## config.mk

```make
export PLATFORM = sky130hd
export DESIGN_NAME = instr_fetch_buffer
export DESIGN_NICKNAME = d
export VERILOG_FILES = /design/src/rtl/instr_fetch_buffer.sv
export SDC_FILE = /design/constraint.sdc
export NUM_CORES = 1
export LEC_CHECK = 0
export BUFFER_PORTS_ARGS = -buffer_cell sky130_fd_sc_hd__buf_2
export CAP_MARGIN = 20
export CORE_MARGIN = 4
export CORE_UTILIZATION = 52
export CTS_CLUSTER_DIAMETER = 200
export DETAILED_ROUTE_END_ITERATION = 12
export GPL_TIMING_DRIVEN = 0
export MAX_ROUTING_LAYER = met4
export PLACE_DENSITY = 0.73
export SLEW_MARGIN = 30
export SYNTH_ARGS = -nofsm -noshare
export SYNTH_HDL_FRONTEND = slang
export SYNTH_SLANG_ARGS = --single-unit
```

## constraint.sdc

```tcl
create_clock -name clk -period 3.3 [get_ports clk]
set_input_delay 0.495 -clock clk [delete_from_list [all_inputs] [get_ports clk]]
set_output_delay 0.495 -clock clk [all_outputs]
set_load 0.01 [all_outputs]
```

## src/rtl/instr_fetch_buffer.sv

```systemverilog
// instr_fetch_buffer
//   Circular FIFO between the fetch stage and decode. Each entry holds an
//   instruction word and its PC tag. Back-pressure (stall_req) is raised early
//   enough that SKID in-flight fetches still find a free slot.
//
// Ports
//   clk, rst          : clock, asynchronous active-high reset
//   in_instr/in_tag   : fetched instruction and its PC, qualified by in_valid
//   flush             : redirect, empties the buffer and discards the incoming entry
//   stall_req         : back-pressure to fetch, high when count >= DEPTH-SKID
//   out_instr/out_tag : head entry, qualified by out_valid, consumed with out_ready
//   count             : current occupancy
//   overflow_err      : sticky, set when a push is dropped on a full buffer
module instr_fetch_buffer #(
   parameter int DEPTH     = 4,
   parameter int INSTR_LEN = 32,
   parameter int XLEN      = 32,
   parameter int SKID      = 2
) (
   input  logic                     clk,
   input  logic                     rst,
   input  logic [INSTR_LEN-1:0]     in_instr,
   input  logic                     in_valid,
   input  logic [XLEN-1:0]          in_tag,
   input  logic                     flush,
   output logic                     stall_req,
   output logic [INSTR_LEN-1:0]     out_instr,
   output logic [XLEN-1:0]          out_tag,
   output logic                     out_valid,
   input  logic                     out_ready,
   output logic [$clog2(DEPTH):0]   count,
   output logic                     overflow_err
);

   localparam int PW = $clog2(DEPTH);
   localparam int CW = PW + 1;
   localparam logic [CW-1:0] DEPTH_C    = CW'(DEPTH);
   localparam logic [CW-1:0] STALL_TH_C = CW'(DEPTH - SKID);

   logic [INSTR_LEN-1:0] mem_instr [DEPTH];
   logic [XLEN-1:0]      mem_tag   [DEPTH];

   logic [PW-1:0] wr_ptr_q, wr_ptr_d;
   logic [PW-1:0] rd_ptr_q, rd_ptr_d;
   logic [CW-1:0] count_q, count_d;
   logic          ovf_q, ovf_d;

   logic push, pop, drop;

   always_comb begin
      pop  = (count_q != '0) && out_ready && !flush;
      // A full buffer still accepts a push when the head leaves in the same cycle.
      push = in_valid && !flush && ((count_q < DEPTH_C) || pop);
      drop = in_valid && !flush && (count_q == DEPTH_C) && !pop;

      wr_ptr_d = wr_ptr_q;
      rd_ptr_d = rd_ptr_q;
      count_d  = count_q;
      ovf_d    = ovf_q | drop;

      if (flush) begin
         wr_ptr_d = '0;
         rd_ptr_d = '0;
         count_d  = '0;
      end else begin
         // Pointers are PW bits wide and DEPTH is a power of two, so +1 wraps.
         if (push) wr_ptr_d = wr_ptr_q + PW'(1);
         if (pop)  rd_ptr_d = rd_ptr_q + PW'(1);
         case ({push, pop})
            2'b10:   count_d = count_q + CW'(1);
            2'b01:   count_d = count_q - CW'(1);
            default: count_d = count_q;
         endcase
      end
   end

   always_ff @(posedge clk or posedge rst) begin
      if (rst) begin
         wr_ptr_q <= '0;
         rd_ptr_q <= '0;
         count_q  <= '0;
         ovf_q    <= 1'b0;
      end else begin
         wr_ptr_q <= wr_ptr_d;
         rd_ptr_q <= rd_ptr_d;
         count_q  <= count_d;
         ovf_q    <= ovf_d;
      end
   end

   // Storage is deliberately not reset; occupancy alone decides validity.
   always_ff @(posedge clk) begin
      if (push) begin
         mem_instr[wr_ptr_q] <= in_instr;
         mem_tag[wr_ptr_q]   <= in_tag;
      end
   end

   assign out_valid    = (count_q != '0);
   assign out_instr    = mem_instr[rd_ptr_q];
   assign out_tag      = mem_tag[rd_ptr_q];
   assign count        = count_q;
   assign stall_req    = (count_q >= STALL_TH_C);
   assign overflow_err = ovf_q;

endmodule

```

==> flow_metrics.tcl, run 1 <==
set metrics [dict create \
    avgViaCountPerCell 5.67 \
    rsz0062_at_grt "false" \
    finalClockSkew_ps 7.81 \
    cp-end-kind "output port" \
    final-setup-viol-count 0 \
    grt_use_met3_pct 3.43 \
    cellPowerDensity_nw_per_um2 634 \
    final_area_sq_um 11700 \
    cts_root_buffer "clkbuf_16" \
    grt_overflow_total 0 \
    finalWirelength_microns 17500 \
    async_flop_share_pct 3.03 \
    worstHoldStart "in_instr[15]" \
    ys_ff_latch 264 \
    antenna_found_initial 2 \
    max_cap_viol_count 0 \
    avgSynthCellArea_sq_um 24.7 \
    synth_flop_cell "edfxtp_1" \
    synth_area_leaders "edfxtp_1 78%, mux4_2 15%, dfrtp_1 2.0%, buf_6 0.57%, ha_1 0.51%" \
    ys_warn_count 0 \
    post-route-min-period_ps 2500 \
    die_x_microns 145 \
    cts_sinks 264 \
    clock.fmax_ghz 0.399 \
    area_growth_pct 19.7 \
    startpoint_type "flop" \
    fin_crit_sh_pct 75.9 \
    setup_slack_ps 795 \
    port_buffers 136 \
    grt_max_degree 36 \
    path_max_fanout 10 \
    drt_iter0_markers 248 \
    arrival_ps 2010 \
    ys_types 35 \
    dp_hpwl_microns 10900 \
    num_rows 49 \
    final_util_pct 64.3 \
    clk_pin_slew_ps 60 \
    vias 4630 \
    synth_top_area_share_pct 78.3 \
    nFillCells 1239 \
    met1_usage_pct 22.9 \
    top_usage_layer "met2" \
    hp-class "in2reg" \
    status "completed" \
    dp_slack_ps 870 \
    remaining_drc_errors 0 \
    start_util_pct 53.7 \
    track_usage_pct 17.4 \
    grt_pass1_wl_microns 28300 \
    leakage_nw 4.03 \
    die_h_microns 145 \
    tritoncts "yes" \
    cp.required_ps 2800 \
    die-area_sq_um 21100 \
    post_cts_resize_count 0 \
    drive_gt1_share_pct 44.4 \
    criticalPathCategory "reg2out" \
    drtPass1Iterations 4 \
    netlist_instances 398 \
    nets 641 \
    synth_edf_count 256 \
    seq_area_frac_synth_pct 80.3 \
    placed_area_sq_um 10900 \
    r2r_start "count[0]" \
    cp-startpoint "rd_ptr_q[0]" \
    synth_area_sq_um 9820 \
    gp_congestion 0.752 \
    tns_ps 0 \
    slew_headroom_pct 58.4 \
    cts_inserted_buffers 26 \
    worst_slew_pin_slew_ps 625 \
    grt_use_met2_pct 28.9 \
    clkLatencyLatePin_ps 510 \
    synth_top_cell_by_area "edfxtp_1" \
    syn-num-nets 472 \
    seq_area_sq_um 7890 \
    core_area_sq_um 18300 \
    cts_buffer_depth 3 \
    pin_count 139 \
    hold_violations 0 \
    wl_per_cell_microns 21.4 \
    ant_nets 0 \
    htree_levels 1 \
    irDropWorstVdd_uv 563 \
    multi_input_area_sq_um 1790 \
    slew_violations 0 \
    grt_pass1_vias 5088 \
]
[cells in the mapped netlist (2+ instances only)]
cell        n
a21oi_1     4
and2_1      4
buf_2       8
buf_4       3
buf_6       5
clkbuf_1    2
dfrtp_1     8
edfxtp_1  256
ha_1        4
inv_1       6
mux4_2     64
nand2_1     2
nand2b_1    2
nor2_1      4
nor2b_1     2
nor3_1      2
o21ai_0     3
xor2_1      2
[metal layers]
layer  wire length, microns  share of wire [%]
met1                   7150                 41
met2                   9040                 52
met3                   1020                5.8
met4                    283                1.6
met5                      0                  0
[state kept, by name, summed over array words and instances, names as in the netlist]
| name | count |
|---|---|
| count | 3 |
| wr_ptr_q | 2 |
| mem_tag | 128 |
| rd_ptr_q | 2 |
| overflow_err | 1 |
| mem_instr | 128 |
[critical path, stage by stage, from the launching register on]
cell and delay [ps]:
dfrtp_1 390, buf_6 210, buf_6 210, mux4_2 530, buf_2 160
[power breakdown]
part	internal (W)	leakage, nW	total (W)	switching, W
logic	0.000340	1.18	0.000699	0.000360
clock network	0.00179	0.420	0.00293	0.00114
registers	0.00378	2.43	0.00382	0.0000305
[worst paths after layout]
path / slack [ps] / depth (start not counted) / to
max: 800 / 4 / out_instr[3]
max in group asynchronous: 2570 / 3 / wr_ptr_q[1]
min reg2reg: 480 / 1 / overflow_err
max reg2reg: 1010 / 5 / count[2]
min in group asynchronous: 490 / 3 / count[2]
min: 200 / 1 / mem_instr[1][15]
[area by class of cell]
cell class	count	share of cell area, %
Antenna cell	2	0.0426
Buffer	18	1.08
Clock buffer	31	5.88
Clock inverter	16	1.44
Inverter	6	0.192
Multi-Input combinational cell	110	15.2
Sequential cell	264	67.1
Tap cell	229	2.44
Timing Repair Buffer	141	6.56
[metrics by stage]
stage	std cells	power (W)	hold slack [ps]
after detailed placement	767	0.00460	465
after global routing	817	0.00775	173
after global placement	763	0.00457	450
after floorplan	398	0.00432	311
final	817	0.00745	198
after CTS	815	0.00753	172
[placed cells by master, fill, tap and decap left out, types with 4 or more instances in the layout]
cell type,n
buf_2,144
mux4_2,64
and2_4,4
a21oi_1,4
clkinv_1,9
clkbuf_16,27
buf_6,5
nor2_1,4
bufinv_16,4
ha_1,4
edfxtp_1,256
buf_12,4
inv_1,6
clkbuf_1,6
dfrtp_1,8
[timing repair]
item / in CTS / in global routing
endpoints found under the hold margin: 8 / 0
buffers inserted: 0 / 0
hold buffers: 1 / 0
[cell families (layout without fill, tap and decap cells)]
group                    after synthesis  after routing  share of synthesized area [%]
flip-flops                           264            264                           80.3
multiplexers                          65             65                           14.8
buffers and inverters                 24            212                           1.52
AND/OR/NAND/NOR                       23             23                           1.40
AO/OA/AOI/OAI                         15             15                           1.05
adder cells (fa/ha/maj)                5              5                          0.714
XOR/XNOR                               2              2                          0.178
other                                  0              2                              0
(Power assumes the default switching activity.)
==> run 2, diff against run 1 <==
--- a/config.mk
+++ b/config.mk
@@ -8,12 +8,12 @@
 export BUFFER_PORTS_ARGS = -buffer_cell sky130_fd_sc_hd__buf_2
 export CAP_MARGIN = 20
 export CORE_MARGIN = 4
-export CORE_UTILIZATION = 52
+export CORE_UTILIZATION = 51
 export CTS_CLUSTER_DIAMETER = 200
 export DETAILED_ROUTE_END_ITERATION = 12
 export GPL_TIMING_DRIVEN = 0
 export MAX_ROUTING_LAYER = met4
-export PLACE_DENSITY = 0.73
+export PLACE_DENSITY = 0.75
 export SLEW_MARGIN = 30
 export SYNTH_ARGS = -nofsm -noshare
 export SYNTH_HDL_FRONTEND = slang
==> constraint.sdc (replaced) <==
create_clock -name clk -period 2.15 [get_ports clk]
set_input_delay 0.3225 -clock clk [delete_from_list [all_inputs] [get_ports clk]]
set_output_delay 0.3225 -clock clk [all_outputs]
set_load 0.01 [all_outputs]
==> flow_metrics.tcl, run 2 (same netlist as run 1, synthesis figures left out) <==
set metrics [dict create \
    status "finished, violations left" \
    violations "setup timing" \
    dp_hpwl_microns 11000 \
    power_frac_comb_pct 12.1 \
    placed_area_sq_um 11000 \
    drt_iter0_markers 204 \
    grt_pass1_vias 5196 \
    power.internal_w 0.00963 \
    rsz0062_at_grt "true" \
    pin_count 139 \
    slew_headroom_pct 61.8 \
    layout.cells.most_common_list "256 x edfxtp_1, 101 x buf_2, 64 x mux4_2" \
    worst_slew_pin_slew_ps 573 \
    gp_congestion 0.780 \
    arrival_ps 1970 \
    cts_inserted_buffers 27 \
    start_util_pct 52.1 \
    grt_overflow_total 0 \
    dp_slack_ps -184 \
    core_area_sq_um 18800 \
    post-route-min-period_ps 2290 \
    port_buffers 136 \
    place_inst 800 \
    max_cap_viol_count 0 \
    avgViaCountPerCell 5.37 \
    p_seq_share_pct 48.4 \
    clock.fmax_ghz 0.437 \
    cts_sinks 264 \
    die-area_sq_um 21500 \
    final_common_cell "edfxtp_1" \
    crit_chain "buf_12, buf_4, buf_12, mux4_2, buf_6" \
    area_growth_pct 29.3 \
    final-setup-viol-count 62 \
    vias 4759 \
    die_h_microns 147 \
    die_x_microns 147 \
    slew_violations 0 \
    drive_gt1_share_pct 47.0 \
    nFillCells 1198 \
    cts_root_buffer "clkbuf_16" \
    slowest_delay_ps 510 \
    wl_per_cell_microns 21.2 \
    antenna_found_initial 1 \
    irDropWorstVdd_uv 923 \
    grt_max_degree 40 \
    leakage_nw 4.38 \
    clk_pin_slew_ps 60 \
    power.share.clock_pct 39.6 \
    critPathBufInv 4 \
    finalClockSkew_ps 7.91 \
    cp.required_ps 1830 \
    htree_levels 1 \
    startpoint_type "flop" \
    grt_pass1_wl_microns 29100 \
    setup_slack_ps -141 \
    num_rows 50 \
    finalWirelength_microns 18800 \
    crit_path_frequent_cell "buf_12" \
    criticalPathCategory "reg2out" \
    remaining_drc_errors 0 \
    clkLatencyLatePin_ps 510 \
    holdWs_ps 28.1 \
    cts_buffer_depth 3 \
    critPathTopFamily "buffers and inverters" \
    cellPowerDensity_nw_per_um2 955 \
    ant_nets 0 \
    swShare_pct 20.5 \
    cp-end-kind "output port" \
    power.switching_w 0.00249 \
    final_cells 886 \
    tritoncts "yes" \
    nets 681 \
    path_max_fanout 7 \
    fin_crit_sh_pct 107 \
    final_area_sq_um 12700 \
    crit_slowest_cell "mux4_2" \
    drtPass1Iterations 4 \
    hp-class "in2reg" \
    hold_violations 0 \
    track_usage_pct 17.9 \
    p_total_w 0.0121 \
]
[run 2: cell count changes in the layout (fill, tap and decap cells not counted), sizes merged]
cell | previous run | this run
and2 | 4 | 7
buf | 156 | 174
bufinv | 4 | 6
clkbuf | 33 | 32
clkinv | 12 | 10
clkinvlp | 0 | 2
diode | 2 | 1
dlygate4sd3 | 1 | 18
[run 2: final timing paths]
path / cells after the start / slack [ps] / startpoint / to
max: 5 / -140 / rd_ptr_q[0] / out_instr[14]
min: 1 / 30 / in_instr[20] / mem_instr[0][20]
max reg2reg: 5 / 90 / count[0] / count[2]
min reg2reg: 1 / 530 / overflow_err / overflow_err
max in group asynchronous: 3 / 1550 / rst / count[1]
min in group asynchronous: 3 / 320 / rst / count[2]
[run 2: metrics by stage]
stage | utilization [%] | TNS, ps
after floorplan | - | -11680
after global placement | 57.5 | -175810
after detailed placement | 58.2 | -12700
after CTS | 67.0 | -7460
after global routing | 67.4 | -8410
final | 67.4 | -3950
[run 2: final cells by class]
class,count,area [sq um],share of cell area (%)
multi-input cells,113,1850,14.6
clock buffers,29,683,5.38
well taps,260,325,2.56
plain buffers,18,218,1.72
inverters,6,22.5,0.177
clock inverters,18,238,1.87
repair buffers,177,1470,11.5
diodes,1,2.50,0.0197
flip-flops and latches,264,7890,62.2
[run 2: what timing repair did]
item / 4_1_cts / 5_1_grt
gates cloned: 6 / 4
hold endpoints to repair: 68 / 0
hold buffers: 18 / 0
gates resized for setup: 62 / 16
setup endpoints to repair: 139 / 140
pin swaps: 2 / 3
buffers inserted: 11 / 2
[run 2: power by group through the flow]
stage                     Clock [W]  Sequential (W)  Combinational (W)
after floorplan                   0         0.00596           0.000659
after global placement            0         0.00596            0.00105
final                       0.00479         0.00586            0.00146
after global routing        0.00514         0.00587            0.00157
after CTS                   0.00491         0.00586            0.00147
after detailed placement          0         0.00597            0.00110
[run 2: routing by layer]
layer  vias up  part of all wire (%)  global-route usage [%]
li1       2120                     -                       -
met1      2485                    42                    23.3
met2       130                    52                    30.1
met3        24                   5.3                    3.76
met4         0                   1.4                    3.25
met5         -                     0                       -
